===== config.mk =====
export PLATFORM = sky130hd
export DESIGN_NAME = serial_subtractor_flat
export DESIGN_NICKNAME = d
export VERILOG_FILES = /design/src/rtl/serial_subtractor_if.sv /design/src/rtl/serial_subtractor.sv /design/src/flat_wrapper.sv
export SDC_FILE = /design/constraint.sdc
export NUM_CORES = 1
export LEC_CHECK = 0
export BUFFER_PORTS_ARGS = -buffer_cell sky130_fd_sc_hd__buf_2
export CAP_MARGIN = 20
export CORE_ASPECT_RATIO = 1.1
export CORE_UTILIZATION = 38
export DETAILED_ROUTE_END_ITERATION = 10
export RECOVER_POWER = 100
export SLEW_MARGIN = 30
export SYNTH_ARGS = -nofsm -noshare
export SYNTH_HDL_FRONTEND = slang
export SYNTH_SLANG_ARGS = --single-unit

===== constraint.sdc =====
create_clock -name clk_i -period 2.7 [get_ports clk_i]
set_input_delay 0.405 -clock clk_i [delete_from_list [all_inputs] [get_ports clk_i]]
set_output_delay 0.405 -clock clk_i [all_outputs]
set_load 0.05 [all_outputs]

===== src/rtl/serial_subtractor_if.sv =====
// Handshake and operand/result bundle for the bit-serial subtractor.
// The slave modport is the subtractor side; the master drives requests.
interface serial_subtractor_if #(
  parameter int WIDTH = 8
);
  logic             start_i;
  logic [WIDTH-1:0] a_i;
  logic [WIDTH-1:0] b_i;
  logic             borrow_in_i;
  logic             busy_o;
  logic             done_o;
  logic [WIDTH-1:0] diff_o;
  logic             borrow_out_o;

  modport master (
    output start_i, a_i, b_i, borrow_in_i,
    input  busy_o, done_o, diff_o, borrow_out_o
  );

  modport slave (
    input  start_i, a_i, b_i, borrow_in_i,
    output busy_o, done_o, diff_o, borrow_out_o
  );
endinterface


===== src/rtl/serial_subtractor.sv =====
// Bit-serial LSB-first subtractor: DIFF = A - B - borrow_in over WIDTH cycles,
// one full-subtractor cell plus a borrow flip-flop, start/busy/done handshake.
module serial_subtractor #(
  parameter int WIDTH = 8
) (
  input  logic                 clk_i,
  input  logic                 rst_ni,
  serial_subtractor_if.slave   bus
);
  localparam int CNT_W = $clog2(WIDTH);
  localparam logic [CNT_W-1:0] LAST = CNT_W'(WIDTH - 1);

  typedef enum logic [1:0] {
    IDLE  = 2'd0,
    SHIFT = 2'd1,
    DONE  = 2'd2
  } state_t;

  state_t           state_q, state_d;
  logic [WIDTH-1:0] aShift_q, aShift_d;
  logic [WIDTH-1:0] bShift_q, bShift_d;
  logic [WIDTH-1:0] partial_q, partial_d;
  logic [CNT_W-1:0] count_q, count_d;
  logic             borrow_q, borrow_d;
  logic [WIDTH-1:0] diff_q, diff_d;
  logic             borrowOut_q, borrowOut_d;

  logic             diffBit;
  logic             borrowNext;
  logic [WIDTH-1:0] partialNext;

  // Full-subtractor cell on the current LSBs.
  assign diffBit     = aShift_q[0] ^ bShift_q[0] ^ borrow_q;
  assign borrowNext  = (~aShift_q[0] & bShift_q[0]) |
                       (~(aShift_q[0] ^ bShift_q[0]) & borrow_q);
  assign partialNext = {diffBit, partial_q[WIDTH-1:1]};

  always_ff @(posedge clk_i or negedge rst_ni) begin
    if (!rst_ni) begin
      state_q     <= IDLE;
      aShift_q    <= '0;
      bShift_q    <= '0;
      partial_q   <= '0;
      count_q     <= '0;
      borrow_q    <= 1'b0;
      diff_q      <= '0;
      borrowOut_q <= 1'b0;
    end else begin
      state_q     <= state_d;
      aShift_q    <= aShift_d;
      bShift_q    <= bShift_d;
      partial_q   <= partial_d;
      count_q     <= count_d;
      borrow_q    <= borrow_d;
      diff_q      <= diff_d;
      borrowOut_q <= borrowOut_d;
    end
  end

  always_comb begin
    state_d     = state_q;
    aShift_d    = aShift_q;
    bShift_d    = bShift_q;
    partial_d   = partial_q;
    count_d     = count_q;
    borrow_d    = borrow_q;
    diff_d      = diff_q;
    borrowOut_d = borrowOut_q;

    unique case (state_q)
      IDLE, DONE: begin
        // DONE accepts a new start directly so back-to-back runs have no gap.
        if (bus.start_i) begin
          aShift_d = bus.a_i;
          bShift_d = bus.b_i;
          borrow_d = bus.borrow_in_i;
          count_d  = '0;
          state_d  = SHIFT;
        end else begin
          state_d  = IDLE;
        end
      end
      SHIFT: begin
        aShift_d  = aShift_q >> 1;
        bShift_d  = bShift_q >> 1;
        partial_d = partialNext;
        borrow_d  = borrowNext;
        count_d   = count_q + CNT_W'(1);
        if (count_q == LAST) begin
          diff_d      = partialNext;
          borrowOut_d = borrowNext;
          state_d     = DONE;
        end
      end
      default: state_d = IDLE;
    endcase
  end

  assign bus.busy_o       = (state_q == SHIFT);
  assign bus.done_o       = (state_q == DONE);
  assign bus.diff_o       = diff_q;
  assign bus.borrow_out_o = borrowOut_q;
endmodule

===== src/flat_wrapper.sv =====
// flat-port wrapper written by rule: the top's interface ports become plain ports
module serial_subtractor_flat 
#(
  parameter int WIDTH = 8
)
  (clk_i, rst_ni, bus_start_i, bus_a_i, bus_b_i, bus_borrow_in_i, bus_busy_o, bus_done_o, bus_diff_o, bus_borrow_out_o);
  serial_subtractor_if #(.WIDTH(WIDTH)) bus_i ();
  input  logic clk_i;
  input  logic rst_ni;
  input wire logic [$bits(bus_i.start_i)-1:0] bus_start_i;
  input wire logic [$bits(bus_i.a_i)-1:0] bus_a_i;
  input wire logic [$bits(bus_i.b_i)-1:0] bus_b_i;
  input wire logic [$bits(bus_i.borrow_in_i)-1:0] bus_borrow_in_i;
  output wire logic [$bits(bus_i.busy_o)-1:0] bus_busy_o;
  output wire logic [$bits(bus_i.done_o)-1:0] bus_done_o;
  output wire logic [$bits(bus_i.diff_o)-1:0] bus_diff_o;
  output wire logic [$bits(bus_i.borrow_out_o)-1:0] bus_borrow_out_o;
  assign bus_i.start_i = bus_start_i;
  assign bus_i.a_i = bus_a_i;
  assign bus_i.b_i = bus_b_i;
  assign bus_i.borrow_in_i = bus_borrow_in_i;
  assign bus_busy_o = bus_i.busy_o;
  assign bus_done_o = bus_i.done_o;
  assign bus_diff_o = bus_i.diff_o;
  assign bus_borrow_out_o = bus_i.borrow_out_o;
  serial_subtractor #(.WIDTH(WIDTH)) u_core (.clk_i(clk_i), .rst_ni(rst_ni), .bus(bus_i));
endmodule

==> reports/results.txt, run 1 <==
layout cells sized above 1 = 16.57%
CP startpoint kind = register
internal cell power = 1.404 mW
Hold WS = 0.3477 ns
GP Congestion = 0.7180
FF+latch area = 950.9 µm²
Post-CTS Setup Bufs = 0
WS Path Type = reg -> out
Via density = 5.000
violated checks = max-capacitance violations, max-slew violations
Slew headroom = -34.29%
post-route cell area = 0.001904 mm²
mapped cell area = 0.001708 mm²
Final Setup Violations = 0
Worst Hold Class = in -> reg
Cells after Synth = 154
most frequent cells in the layout = dfrtp_1, nand2_1, buf_2
Netlist cell types = 25
Seq/Total Area, Yosys = 55.68%
TritonRoute pass-1 iters = 4
I/O pin total = 31
via count = 1175
PD cells = 1278 mW/mm²
CP max stage cell = dfrtp_1
synthesis-to-layout area growth = 11.50%
total gr overflow = 0
CTS tree = built
Clock Tree Buf Depth = 2
pre-CTS setup slack = 0.8136 ns
Seq pwr share = 42.8%
crit-path max FO = 20
Rows = 25
Critical Path Sink Type = output port
delay-heaviest family, CP = buffers and inverters
min cycle time layout = 2.348 ns
Worst Max-Slew Pin Slew = 2.014 ns
combinational share of power = 41.9%
Inst Count DP = 229
total CTS buffers = 5
Skew-Pair Late Insertion Delay = 0.28 ns
Horiz. Die Dim = 65.92 µm
Mapped Avg Cell Area = 11.09 µm²
Final #Nets = 205
Final ANT Viol Nets = 0
TNS Setup = 0 ns
NetSw = 1.030 mW
CP arrival = 1.94 ns
CTS hold repair buffers = 0
Total Routing Usage GR = 14.30%
CTS H-tree depth = 2
fillers = 429
leakage power total = 0.8832 nW
Post-Syn Nets = 177
CP max stage delay = 0.70 ns
initial antenna violation count = 0
Final Non-Filler Cells = 235
Synth Register Bits = 38
Slew Limit Fails = 39
largest net degree at the start of global routing = 39
Ys Warns = 0
Req. time, crit path = 2.30 ns
starting density of the core = 39.57%
First DRT Iteration DRCs = 53
vias in the first global route = 1152
Avg WL per Cell = 13.26 µm
IO buf count = 30
Max-Cap Viols = 1
commonest non-fill, non-tap cell in the layout = dfrtp_1
full die area = 0.004767 mm²
Max VDD drop = 387.4 µV
worst setup margin = 0.3519 ns
final wirelength = 3117 µm
area of the multi-input gates = 644.4 µm²
f_max = 425.9 MHz
Final Hold Fails = 0
clk sinks = 38
RSZ-0062 raised after global routing = no
clock share of power = 15.4%
first-pass GRT wire length = 5119 µm
remaining routing DRC violations = 0
die height = 72.31 µm
PostCTS Resize Cnt = 0
diodes inserted = 0
Buf/Inv on CP = 2
hpwl dp = 2171 µm
crit share post-route = 86.97%
Clock Tree Root = clkbuf_8
CP Cell Sequence = nand2b_1 > inv_1 > clkbuf_2
outcome = finished, violations left
Core Box Area = 0.004317 mm²
Worst Skew = 0.005245 ns
clock slew at reported path FFs = 0.07 ns
placed cell areas = 0.001874 mm²
sw frac = 42.32%
through the flow:
stage                     power [mW]  util, %
after detailed placement       2.165    43.42
after global routing           2.618    44.12
after global placement         2.115    43.42
after floorplan                1.914        -
after CTS                      2.544    45.33
final                          2.434    44.12
worst register-to-register path, stage by stage (launching register included):
cell      delay, ns
dfrtp_1        0.70
nand3b_1       0.48
mux2_1         0.47
registers in the layout, summed over array words and instances (netlist names):
register and flops:
u_core.bus.diff_o 8, u_core.aShift_q 8, u_core.state_q 2, u_core.count_q 3, u_core.bShift_q 8, u_core.bus.borrow_out_o 1
u_core.borrow_q 1, u_core.partial_q 7
worst paths after layout:
path	from	endpoint	slack, ns	cells past startpoint
min in group asynchronous	rst_ni	u_core.bus.diff_o[0]	0.70	1
worst min-delay path	bus_a_i[1]	u_core.aShift_q[1]	0.35	3
worst max-delay path	u_core.state_q[0]	bus_busy_o	0.35	3
worst max register to register	u_core.state_q[0]	u_core.bus.diff_o[4]	0.93	2
worst min register to register	u_core.partial_q[1]	u_core.partial_q[1]	0.48	2
max in group asynchronous	rst_ni	u_core.count_q[0]	0.86	1
power groups by stage:
stage | Clock, mW | Sequential, mW | Combinational (mW)
floorplan | 0 | 1.20 | 0.719
finish | 0.374 | 1.04 | 1.02
global placement | 0 | 1.04 | 1.07
detailed placement | 0 | 1.06 | 1.11
global route | 0.407 | 1.08 | 1.13
CTS | 0.391 | 1.05 | 1.10
kinds of logic after synthesis:
family	synth area share [%]
and+or+nand+nor	15.46
DFF	55.68
AOI/OAI and AO/OA	10.18
muxes	11.72
buffers and inverters	4.322
adders and majority gates	2.637
routing by layer:
layer	part of all wire [%]	up-vias	wire length, µm	global-route usage, %
met4	1.1	0	34	3.623
li1	-	588	-	-
met2	46	26	1419	22.45
met3	4.9	5	152	5.189
met5	0	-	0	0
met1	48	556	1511	18.67
layout make-up:
cell class	count	area share (%)
clock buffer	6	4.336
tap	54	3.548
inverter	4	0.7884
sequential	38	49.93
multi-input combinational	102	33.84
timing repair buffer	31	7.556
synthesized netlist by cell type, drive strengths merged:
library cell	count	area share, %
a211oi	5	2.2
a21oi	5	1.5
a22o	3	1.5
a22oi	2	0.88
buf	8	3.0
clkbuf	2	0.44
dfrtp	38	56
fa	1	1.2
ha	2	1.5
inv	4	0.88
mux2	11	8.8
mux2i	5	2.9
nand2	24	5.3
nand2b	2	0.73
nand3	4	1.2
nand3b	1	1.2
nor2	10	2.2
nor2b	7	2.6
nor3	8	2.3
o21ai	4	1.2
o22ai	8	2.9
Note: power is estimated with default switching activity, not from simulation.
==> run 2, diff against run 1 <==
Settings changed: ABC_AREA set to 1, CORE_UTILIZATION 38 to 32.
==> reports/results.txt, run 2 <==
Synth top cells by count = nand2_1, inv_1, dfrtp_1, nand3_1, o21ai_0
Reg2Reg Capture Point = u_core.aShift_q[0]
most common cell in the netlist = nand2_1
violated checks = max-capacitance violations, max-slew violations
worst reg2reg path startpoint = u_core.state_q[0]
CTS tree = built
CP max stage cell = clkbuf_1
Core Box Area = 0.005430 mm²
RSZ-0062 raised after global routing = no
TNS Setup = 0 ns
Ys Warns = 0
Synth Register Bits = 38
Async SR Flop Fraction = 100.0%
CP max stage delay = 0.86 ns
Post-Syn Nets = 244
Total Routing Usage GR = 13.43%
most frequent cells in the layout = nand2_1, inv_1, dfrtp_1
Final #Nets = 273
largest net degree at the start of global routing = 39
crit-path max FO = 29
Final Hold Fails = 0
CP startpoint kind = register
clock slew at reported path FFs = 0.07 ns
cell mode on critical path = nand2_1
R2R Setup Slk = 0.59 ns
final wirelength = 3474 µm
CP endpoint = u_core.aShift_q[0]
GP Congestion = 0.6818
layout cells sized above 1 = 13.15%
Via density = 4.248
fillers = 587
Post-CTS Setup Bufs = 0
vias in the first global route = 1382
placed cell areas = 0.002007 mm²
Slew headroom = -33.17%
full die area = 0.006023 mm²
PD cells = 1343 mW/mm²
synthesis-to-layout area growth = 14.23%
Netlist cell types = 19
number of synthesized flops with an enable pin = 0
Clock Tree Root = clkbuf_8
initial antenna violation count = 0
min cycle time layout = 2.108 ns
leakage power total = 1.160 nW
starting density of the core = 33.69%
first-pass GRT wire length = 6078 µm
die height = 81.30 µm
cell taking the most area after synthesis = dfrtp_1
Seq/Total Area, Yosys = 51.98%
Max VDD drop = 611.1 µV
Horiz. Die Dim = 74.09 µm
post-route cell area = 0.002090 mm²
Worst Skew = 0.003250 ns
Cells after Synth = 221
outcome = finished, violations left
Worst Hold Class = in -> reg
First DRT Iteration DRCs = 96
ys flop type = dfrtp_1
Clock Tree Buf Depth = 2
remaining routing DRC violations = 0
Slew Limit Fails = 39
hpwl dp = 2355 µm
via count = 1385
Skew-Pair Late Insertion Delay = 0.28 ns
total CTS buffers = 5
Req. time, crit path = 2.87 ns
clk sinks = 38
crit share post-route = 78.06%
mapped cell area = 0.001829 mm²
Final Setup Violations = 0
Worst Max-Slew Pin Slew = 1.998 ns
share of the synthesized area in the top cell type = 51.98%
diodes inserted = 0
TritonRoute pass-1 iters = 4
f_max = 474.5 MHz
IO buf count = 30
Final ANT Viol Nets = 0
CTS H-tree depth = 2
WS Path Type = reg -> reg
Critical Path Sink Type = register
Max-Cap Viols = 1
Mapped Avg Cell Area = 8.277 µm²
Avg WL per Cell = 10.66 µm
Register-to-Register Path Depth = 5
commonest non-fill, non-tap cell in the layout = nand2_1
Worst Setup SP = u_core.state_q[0]
total gr overflow = 0
ranking of synthesized cells by area = dfrtp_1, nand2_1, inv_1, nand3_1, o21ai_2
CP Cell Sequence = nand2_2 > clkbuf_1 > nand2_1 > nand3_1 > nand2_1
I/O pin total = 31
Rows = 28
PostCTS Resize Cnt = 0
CTS hold repair buffers = 0
CP arrival = 2.28 ns
==> run 2: changes by cell type in the layout (fill, tap and decap cells not counted), moves of 3 or more <==
cell,before,now
a211oi_1,5,0
a21oi_1,5,1
a22o_1,3,0
inv_1,4,41
mux2_1,7,0
mux2_2,4,0
mux2i_1,5,0
nand2_1,24,75
nand3_1,4,29
nor2_1,10,3
nor2b_1,7,0
nor3_1,8,0
o21ai_0,4,16
o22ai_1,8,0
==> run 2: worst max-delay path: cells and delay by family, from the launching register on <==
family | cells | cell delay, ns
buffers and inverters | 1 | 0.86
flip-flops | 1 | 0.60
AND/OR/NAND/NOR | 4 | 0.54
==> run 2: layout make-up <==
class / instances / area [µm²] / share of cell area, %
sequential: 38 / 950.9 / 45.51
clock buffer: 6 / 82.58 / 3.952
tap: 75 / 93.84 / 4.491
multi-input combinational: 130 / 591.8 / 28.32
inverter: 44 / 170.2 / 8.144
clock inverter: 2 / 60.06 / 2.874
timing repair buffer: 31 / 140.1 / 6.707
==> run 2: where the power goes <==
| part | total (mW) | switching (mW) | internal [mW] |
|---|---|---|---|
| registers | 1.01 | 0.168 | 0.844 |
| logic | 1.21 | 0.852 | 0.355 |
| clock network | 0.587 | 0.193 | 0.394 |
| total | 2.81 | 1.21 | 1.59 |
==> run 2: kinds of logic after synthesis <==
group           share of synthesized area (%)
simple gates                            25.38
buf+inv                                 13.34
flops                                   51.98
compound gates                          6.840
fa+ha+maj                               2.462
==> run 2: metrics by stage <==
step / setup slack, ns / total power, mW / cells / hold WS (ns) / util (%)
after floorplan: 0.9434 / 2.099 / 221 / 0.1094 / -
after global placement: 1.033 / 2.307 / 318 / 0.4618 / 36.96
after detailed placement: 1.012 / 2.336 / 318 / 0.4597 / 36.96
after CTS: 0.6961 / 2.939 / 326 / 0.2481 / 39.59
after global routing: 0.3224 / 3.078 / 326 / 0.3509 / 38.48
final: 0.5923 / 2.806 / 326 / 0.3364 / 38.48
==> run 2: worst min-delay path by stage <==
stage	from	to	slack, ns	depth (start not counted)
global route	bus_a_i[7]	u_core.aShift_q[7]	0.35	3
CTS	rst_ni	u_core.partial_q[2]	0.25	1
detailed placement	u_core.bus.diff_o[0]	u_core.bus.diff_o[0]	0.46	2
finish	bus_b_i[7]	u_core.bShift_q[7]	0.34	3
floorplan	rst_ni	u_core.aShift_q[0]	0.11	0
global placement	u_core.bus.diff_o[0]	u_core.bus.diff_o[0]	0.46	2
==> run 2: metal layers <==
metal / share of wire, % / global-route usage, % / routed length, µm / up-vias
met5: 0 / 0 / 0 / -
met4: 1.3 / 5.192 / 44 / 0
met3: 4.3 / 2.978 / 148 / 5
met2: 45 / 22.00 / 1555 / 35
met1: 50 / 17.12 / 1726 / 625
li1: - / - / - / 720
==> run 3, diff against run 2 <==
Clock period 2.7 ns to 1.69 ns, I/O delays scaled along.
==> reports/results.txt, run 3 (synthesized netlist as in run 2, its figures left out) <==
initial antenna violation count = 0
layout cells sized above 1 = 16.08%
commonest non-fill, non-tap cell in the layout = nand2_1
synthesis-to-layout area growth = 14.16%
R2R Setup Slk = 0.24 ns
leakage power total = 1.176 nW
delay-heaviest family, CP = buffers and inverters
Crit path depth = 3
Inst Count DP = 322
Final ANT Viol Nets = 0
crit share post-route = 94.21%
Final Hold Fails = 0
Worst Hold Class = in -> async
Core Box Area = 0.005430 mm²
pre-CTS setup slack = 0.3538 ns
remaining routing DRC violations = 0
die height = 81.30 µm
TritonRoute pass-1 iters = 4
First DRT Iteration DRCs = 91
CTS hold repair buffers = 0
Register-to-Register Path Depth = 6
Reg2Reg Capture Point = u_core.bShift_q[5]
CP endpoint = bus_done_o
first-pass GRT wire length = 5899 µm
CP arrival = 1.34 ns
CP Cell Sequence = buf_4 > nor2_1 > clkbuf_2
min cycle time layout = 1.592 ns
Slew Limit Fails = 0
Max VDD drop = 857.4 µV
CP max stage delay = 0.42 ns
Final #Nets = 277
largest net degree at the start of global routing = 39
clock slew at reported path FFs = 0.08 ns
Rows = 28
total gr overflow = 0
starting density of the core = 33.69%
full die area = 0.006023 mm²
Final Setup Violations = 0
most frequent cells in the layout = nand2_1, inv_1, dfrtp_1
hpwl dp = 2350 µm
worst reg2reg path startpoint = u_core.state_q[1]
CP max stage cell = dfrtp_1
final wirelength = 3398 µm
GP Congestion = 0.7303
Final Non-Filler Cells = 330
Clock Tree Root = clkbuf_8
Worst Max-Slew Pin Slew = 0.9416 ns
Req. time, crit path = 1.44 ns
PostCTS Resize Cnt = 0
CP startpoint kind = register
CTS tree = built
via count = 1384
Critical Path Sink Type = output port
diodes inserted = 0
Clock Tree Buf Depth = 2
crit-path max FO = 15
WS Path Type = reg -> out
f_max = 628.1 MHz
Worst Setup SP = u_core.state_q[0]
TNS Setup = 0 ns
Slew headroom = 37.23%
I/O pin total = 31
worst setup margin = 0.09778 ns
PD cells = 2075 mW/mm²
Buf/Inv on CP = 2
Total Routing Usage GR = 12.87%
total CTS buffers = 5
RSZ-0062 raised after global routing = no
Worst Skew = 0.007837 ns
Via density = 4.194
CTS H-tree depth = 2
Horiz. Die Dim = 74.09 µm
Skew-Pair Late Insertion Delay = 0.29 ns
IO buf count = 30
clk sinks = 38
vias in the first global route = 1357
outcome = finished, final reports clean
Post-CTS Setup Bufs = 0
Avg WL per Cell = 10.30 µm
Max-Cap Viols = 0
-- run 3: changes by cell type in the layout (fill, tap and decap cells not counted), sizes merged --
| cell | delta |
|---|---|
| bufinv | -1 |
| buf | +2 |
| clkbuf | +1 |
| clkinv | +2 |
-- run 3: report_power, final --
group          internal (mW)  total, mW  leakage [nW]  switching [mW]
clock network          0.434      0.756        0.0579           0.321
logic                  0.602       1.99         0.646            1.39
registers               1.35       1.59         0.471           0.236
-- run 3: final cells by class --
type                    instances  area (µm²)
fillers                       575        3342
flip-flops and latches         38       950.9
multi-input cells             130       598.1
repair buffers                 35       168.9
inverters                      44       167.7
well taps                      75       93.84
clock buffers                   5       68.82
clock inverters                 3       40.04
-- run 3: worst min-delay path by stage --
stage / to / cells past startpoint
final: u_core.bus.diff_o[2] / 2
after global routing: u_core.bShift_q[7] / 3
after CTS: u_core.bus.diff_o[2] / 2
after detailed placement: u_core.bus.diff_o[2] / 2
after global placement: u_core.bus.diff_o[2] / 2
after floorplan: u_core.aShift_q[0] / 0
-- run 3: per-layer routing --
layer,vias to the layer above,global-route usage [%],wire length (µm)
li1,729,-,-
met1,607,17.03,1676
met2,42,20.00,1489
met3,6,3.598,189
met4,0,4.615,42
met5,-,0,0
-- run 3: stage by stage --
stage	hold slack (ns)	power, mW	util (%)	area [µm²]
2_1_floorplan	-0.04209	3.353	-	1829
3_3_place_gp	0.3345	3.745	37.51	2037
3_5_place_dp	0.3333	3.773	37.51	2037
4_1_cts	0.01503	4.555	39.52	2146
5_1_grt	0.1910	4.755	38.46	2088
6_report	0.1770	4.333	38.46	2088
